### src/rtl/forwarding_stall_unit.sv
`default_nettype none
// ============================================================================
// Module  : forwarding_stall_unit
// Brief   : EX operand forwarding selects plus load-use stall sequencer.
//           Optional macro ZERO_REG_EN hardwires register 0 to zero.
// Revision: 1.0 - initial release
// ============================================================================
module forwarding_stall_unit #(
    parameter int REG_ADDR_W = 3,
    parameter int LOAD_LAT   = 1,
    parameter int CNT_W      = 16
) (
    input  logic                  clk,
    input  logic                  rst,
    input  logic                  id_valid,
    input  logic [REG_ADDR_W-1:0] id_rs1,
    input  logic [REG_ADDR_W-1:0] id_rs2,
    input  logic [REG_ADDR_W-1:0] ex_rs1,
    input  logic [REG_ADDR_W-1:0] ex_rs2,
    input  logic [REG_ADDR_W-1:0] ex_rd,
    input  logic                  ex_regwrite,
    input  logic                  ex_memread,
    input  logic [REG_ADDR_W-1:0] mem_rd,
    input  logic [REG_ADDR_W-1:0] wb_rd,
    input  logic                  mem_regwrite,
    input  logic                  wb_regwrite,
    output logic [1:0]            forward_a,
    output logic [1:0]            forward_b,
    output logic                  stall_if,
    output logic                  flush_ex,
    output logic [CNT_W-1:0]      stall_count
);

    localparam logic [0:0] S_IDLE   = 1'b0;
    localparam logic [0:0] S_STALL  = 1'b1;
    localparam logic [2:0] C_LAT_M1 = 3'(LOAD_LAT - 1);

    logic [0:0] r_state;
    logic [2:0] r_cnt;
    logic       w_mem_wr;
    logic       w_wb_wr;
    logic       w_ex_wr;
    logic       w_hz;

    // A write to r0 is invisible when r0 is hardwired zero.
`ifdef ZERO_REG_EN
    assign w_mem_wr = mem_regwrite && (mem_rd != '0);
    assign w_wb_wr  = wb_regwrite  && (wb_rd  != '0);
    assign w_ex_wr  = ex_regwrite  && (ex_rd  != '0);
`else
    assign w_mem_wr = mem_regwrite;
    assign w_wb_wr  = wb_regwrite;
    assign w_ex_wr  = ex_regwrite;
`endif

    always_comb begin
        forward_a = 2'b00;
        if (w_mem_wr && (mem_rd == ex_rs1))
            forward_a = 2'b10;
        else if (w_wb_wr && (wb_rd == ex_rs1))
            forward_a = 2'b01;
    end

    always_comb begin
        forward_b = 2'b00;
        if (w_mem_wr && (mem_rd == ex_rs2))
            forward_b = 2'b10;
        else if (w_wb_wr && (wb_rd == ex_rs2))
            forward_b = 2'b01;
    end

    assign w_hz = id_valid && w_ex_wr && ex_memread &&
                  ((ex_rd == id_rs1) || (ex_rd == id_rs2));

    // First stall cycle is the detection cycle itself; STALL covers the rest.
    assign stall_if = (r_state == S_STALL) || w_hz;
    assign flush_ex = stall_if;

    always_ff @(posedge clk) begin
        if (rst) begin
            r_state <= S_IDLE;
            r_cnt   <= 3'd0;
        end else begin
            case (r_state)
                S_IDLE: begin
                    if (w_hz && (LOAD_LAT > 1)) begin
                        r_state <= S_STALL;
                        r_cnt   <= C_LAT_M1;
                    end
                end
                S_STALL: begin
                    r_cnt <= r_cnt - 3'd1;
                    if (r_cnt == 3'd1)
                        r_state <= S_IDLE;
                end
                default: begin
                    r_state <= S_IDLE;
                    r_cnt   <= 3'd0;
                end
            endcase
        end
    end

    always_ff @(posedge clk) begin
        if (rst)
            stall_count <= '0;
        else if (stall_if && (stall_count != {CNT_W{1'b1}}))
            stall_count <= stall_count + 1'b1;
    end

endmodule
`default_nettype wire

### config.mk
export PLATFORM = sky130hd
export DESIGN_NAME = forwarding_stall_unit
export DESIGN_NICKNAME = d
export VERILOG_FILES = /design/src/rtl/forwarding_stall_unit.sv
export SDC_FILE = /design/constraint.sdc
export NUM_CORES = 1
export LEC_CHECK = 0
export ABC_AREA = 1
export BUFFER_PORTS_ARGS = -buffer_cell sky130_fd_sc_hd__buf_2
export CORE_MARGIN = 4
export CORE_UTILIZATION = 55
export CTS_BUF_LIST = sky130_fd_sc_hd__clkbuf_4
export DETAILED_ROUTE_END_ITERATION = 6
export GPL_TIMING_DRIVEN = 0
export PLACE_DENSITY = 0.95
export RECOVER_POWER = 100
export SLEW_MARGIN = 20
export SYNTH_ARGS = -nofsm -noshare
export SYNTH_HDL_FRONTEND = slang
export SYNTH_SLANG_ARGS = --single-unit
export TNS_END_PERCENT = 1
### constraint.sdc
create_clock -name clk -period 2.14 [get_ports clk]
set_input_delay 0.214 -clock clk [delete_from_list [all_inputs] [get_ports clk]]
set_output_delay 0.214 -clock clk [all_outputs]
set_load 0.02 [all_outputs]
==> impl_metrics.toml <==
[sta]
maxSlewViolCount = 0
max_freq_mhz = 556
relSlewSlack_pct = 77.0
setup_viol = 0
hold_viol = 0
grt_setup_unrepaired = "false"
worstMarginPinSlew_ns = 0.342
fin_setup_tns_ns = 0
fin_crit_ns = 1.80
timing.final.ws_setup_ns = 0.341
whs_ns = 0.0652
fin_worst_skew_ns = 0.00918
finalCritPeriodShare_pct = 84.1

[power]
ir_worst_vdd_mv = 0.354
p_total_uw = 799
power_density_mw_per_mm2 = 470
p_leak_uw = 0.000847

[floorplan]
die_h_um = 58.6
row_count = 18
io-pin-count = 50
coreArea_mm2 = 0.00245
initial_utilization_pct = 57.3
die_area_mm2 = 0.00343
fp.dieW_um = 58.6

[flow_run]
cap_violations = 0

[synth]
syn_nets = 257
avgSynthCellArea_um2 = 6.23
ys.warnings.count = 0
synth_seq_area_share_pct = 28.4
syn_inst = 226
synth_seq_cells = 20
syn_area_mm2 = 0.00141
yosysUniqueCellTypes = 27

[cells_and_area]
final_layout_size_suffix_gt1_share_pct = 17.9
area_delta_synth_final_pct = 20.7
layout.nets = 311
diodes = 0

[route]
met2WireLength_um = 1740
drt_iter0_drc = 43
wl_met3_um = 159
vias = 1554
drt_wl_total_um = 3370
m1WireLength_um = 1440
wl_per_cell_um = 10.9
dr.pass1.iters = 4
drc = 0
highest_layer = "met4"
via_per_inst = 5.03
drtAntennaViolNets = 0

[setup_path]
path_buf_inv = 4
setup.worst_path.start_class = "flop"
worstPathCellList = "inv_1 -> nand2_1 -> buf_2 -> buf_4 -> clkbuf_1"
arrival_ns = 1.58
critPathKind = "flop to primary output"
end_kind = "primary output"
crit_required_ns = 1.93
cp_slowest_cell = "dfxtp_1"
crit_family = "buffers and inverters"
critical_path_depth = 5
crit_fanout = 11
critPathMaxStageDelay_ns = 0.39
worstRegToRegCells = 9

[clock_tree]
hold_buffers = 0
clock_latency_ns = 0.31
cts_tree = "yes"
clk_pin_slew_ns = 0.12
numCtsBuffers = 3
cts.sinks = 20
cts_buffer_depth = 2
root_buffer = "clkbuf_4"
cts_setup_buffers = 0
ctsResizeCount = 0
h-tree-depth = 1

[grt]
grt_pass1_vias = 1469
grt_pass1_wl_um = 5850
gr-total-overflow = 0
antenna_found_initial = 0
grt_max_degree = 13
track_usage_pct = 21.3

[placement]
io_buffer_count = 49
dp_hpwl_um = 2600
gp_congestion = 0.854
post-place-ws_ns = 0.541

[hold_path]
holdPathStages = 2
hold_path_class = "primary input to flop"

[run_status]
outcome = "finished, final reports clean"
## final timing paths
kind	startpoint	to	slack [ns]
worst max-delay path	r_state	stall_if	0.34
worst min-delay path	rst	r_state	0.07
worst min register to register	r_state	r_cnt[1]	0.49
worst max register to register	stall_count[0]	stall_count[5]	0.41
## routing by layer
metal  up-vias  GRT usage (%)
met5         -              0
met4         0           9.06
met3         6           2.85
met2        32           38.1
met1       694           25.3
li1        822              -
## report_power, final
group	internal (uW)	leakage, uW	total [uW]	switching (uW)
combinational	46.2	0.000658	107	60.3
clock	189	0.0000279	319	129
sequential	373	0.000161	374	1.10
total	609	0.000847	799	191
## stage by stage
stage | utilization [%] | std cells | cell area (um^2)
floorplan | - | 226 | 1410
global placement | 68.9 | 305 | 1690
detailed placement | 68.9 | 305 | 1690
CTS | 71.0 | 309 | 1740
global route | 69.2 | 309 | 1700
finish | 69.2 | 309 | 1700
## final cells by class
| cell class | instances | area, um^2 |
|---|---|---|
| Multi-Input combinational cell | 163 | 810 |
| Fill cell | 229 | 756 |
| Sequential cell | 20 | 400 |
| Timing Repair Buffer | 49 | 219 |
| Inverter | 37 | 139 |
| Buffer | 6 | 41.3 |
| Tap cell | 30 | 37.5 |
| Clock inverter | 1 | 30.0 |
| Clock buffer | 3 | 22.5 |
## layout by cell type (no fill, tap or decap), drive strengths merged, types with 2 or more instances in the layout
cell type,synthesis,layout
nor4,2,2
o22ai,2,2
dfxtp,20,20
ha,3,3
buf,6,34
a21oi,20,20
nand4,2,2
nand2,60,60
nand3,23,23
inv,36,36
xor2,2,2
o21ai,6,6
nor3,3,3
clkbuf,0,24
nor2,33,33
xnor2,4,4
## cell families (layout without fill, tap and decap cells)
kind of cell	count (synthesis)	count (layout)	share of synthesized area, %
flops	20	20	28.4
xor+xnor	6	6	3.73
simple gates	124	124	41.1
fa+ha+maj	3	3	2.67
buf+inv	43	96	12.8
compound gates	30	30	11.3
## worst reg2reg max path, delay by kind of cell, from the launching register on
family	cells	cell delay (ns)
fa+ha+maj	1	0.20
buf+inv	2	0.22
simple gates	5	0.65
compound gates	1	0.14
flops	1	0.43
## sequential cells by signal (all words and copies together) (netlist names)
name and count:
r_cnt 3, r_state 1, stall_count 16
## cell usage after synthesis
cell | number | area (um^2)
ha_1 | 3 | 37.5
clkinv_1 | 1 | 3.75
nand2_1 | 55 | 206
a21oi_1 | 20 | 100
nor4_1 | 2 | 12.5
buf_6 | 1 | 11.3
nand4_4 | 1 | 21.3
nor2_2 | 1 | 6.26
o2111ai_1 | 1 | 8.76
nand3_1 | 20 | 100
buf_4 | 2 | 15.0
dfxtp_1 | 20 | 400
and3_1 | 1 | 6.26
nor2_1 | 29 | 109
xnor2_1 | 4 | 35.0
nor3_1 | 3 | 15.0
nand3_2 | 3 | 30.0
nor2_4 | 3 | 33.8
o22ai_1 | 2 | 12.5
a211oi_1 | 1 | 7.51
inv_2 | 5 | 18.8
inv_1 | 31 | 116
nand4_1 | 1 | 6.26
xor2_1 | 2 | 17.5
o21ai_0 | 6 | 30.0
nand2_2 | 5 | 31.3
buf_2 | 3 | 15.0
Note: power is estimated with default switching activity, not from simulation.
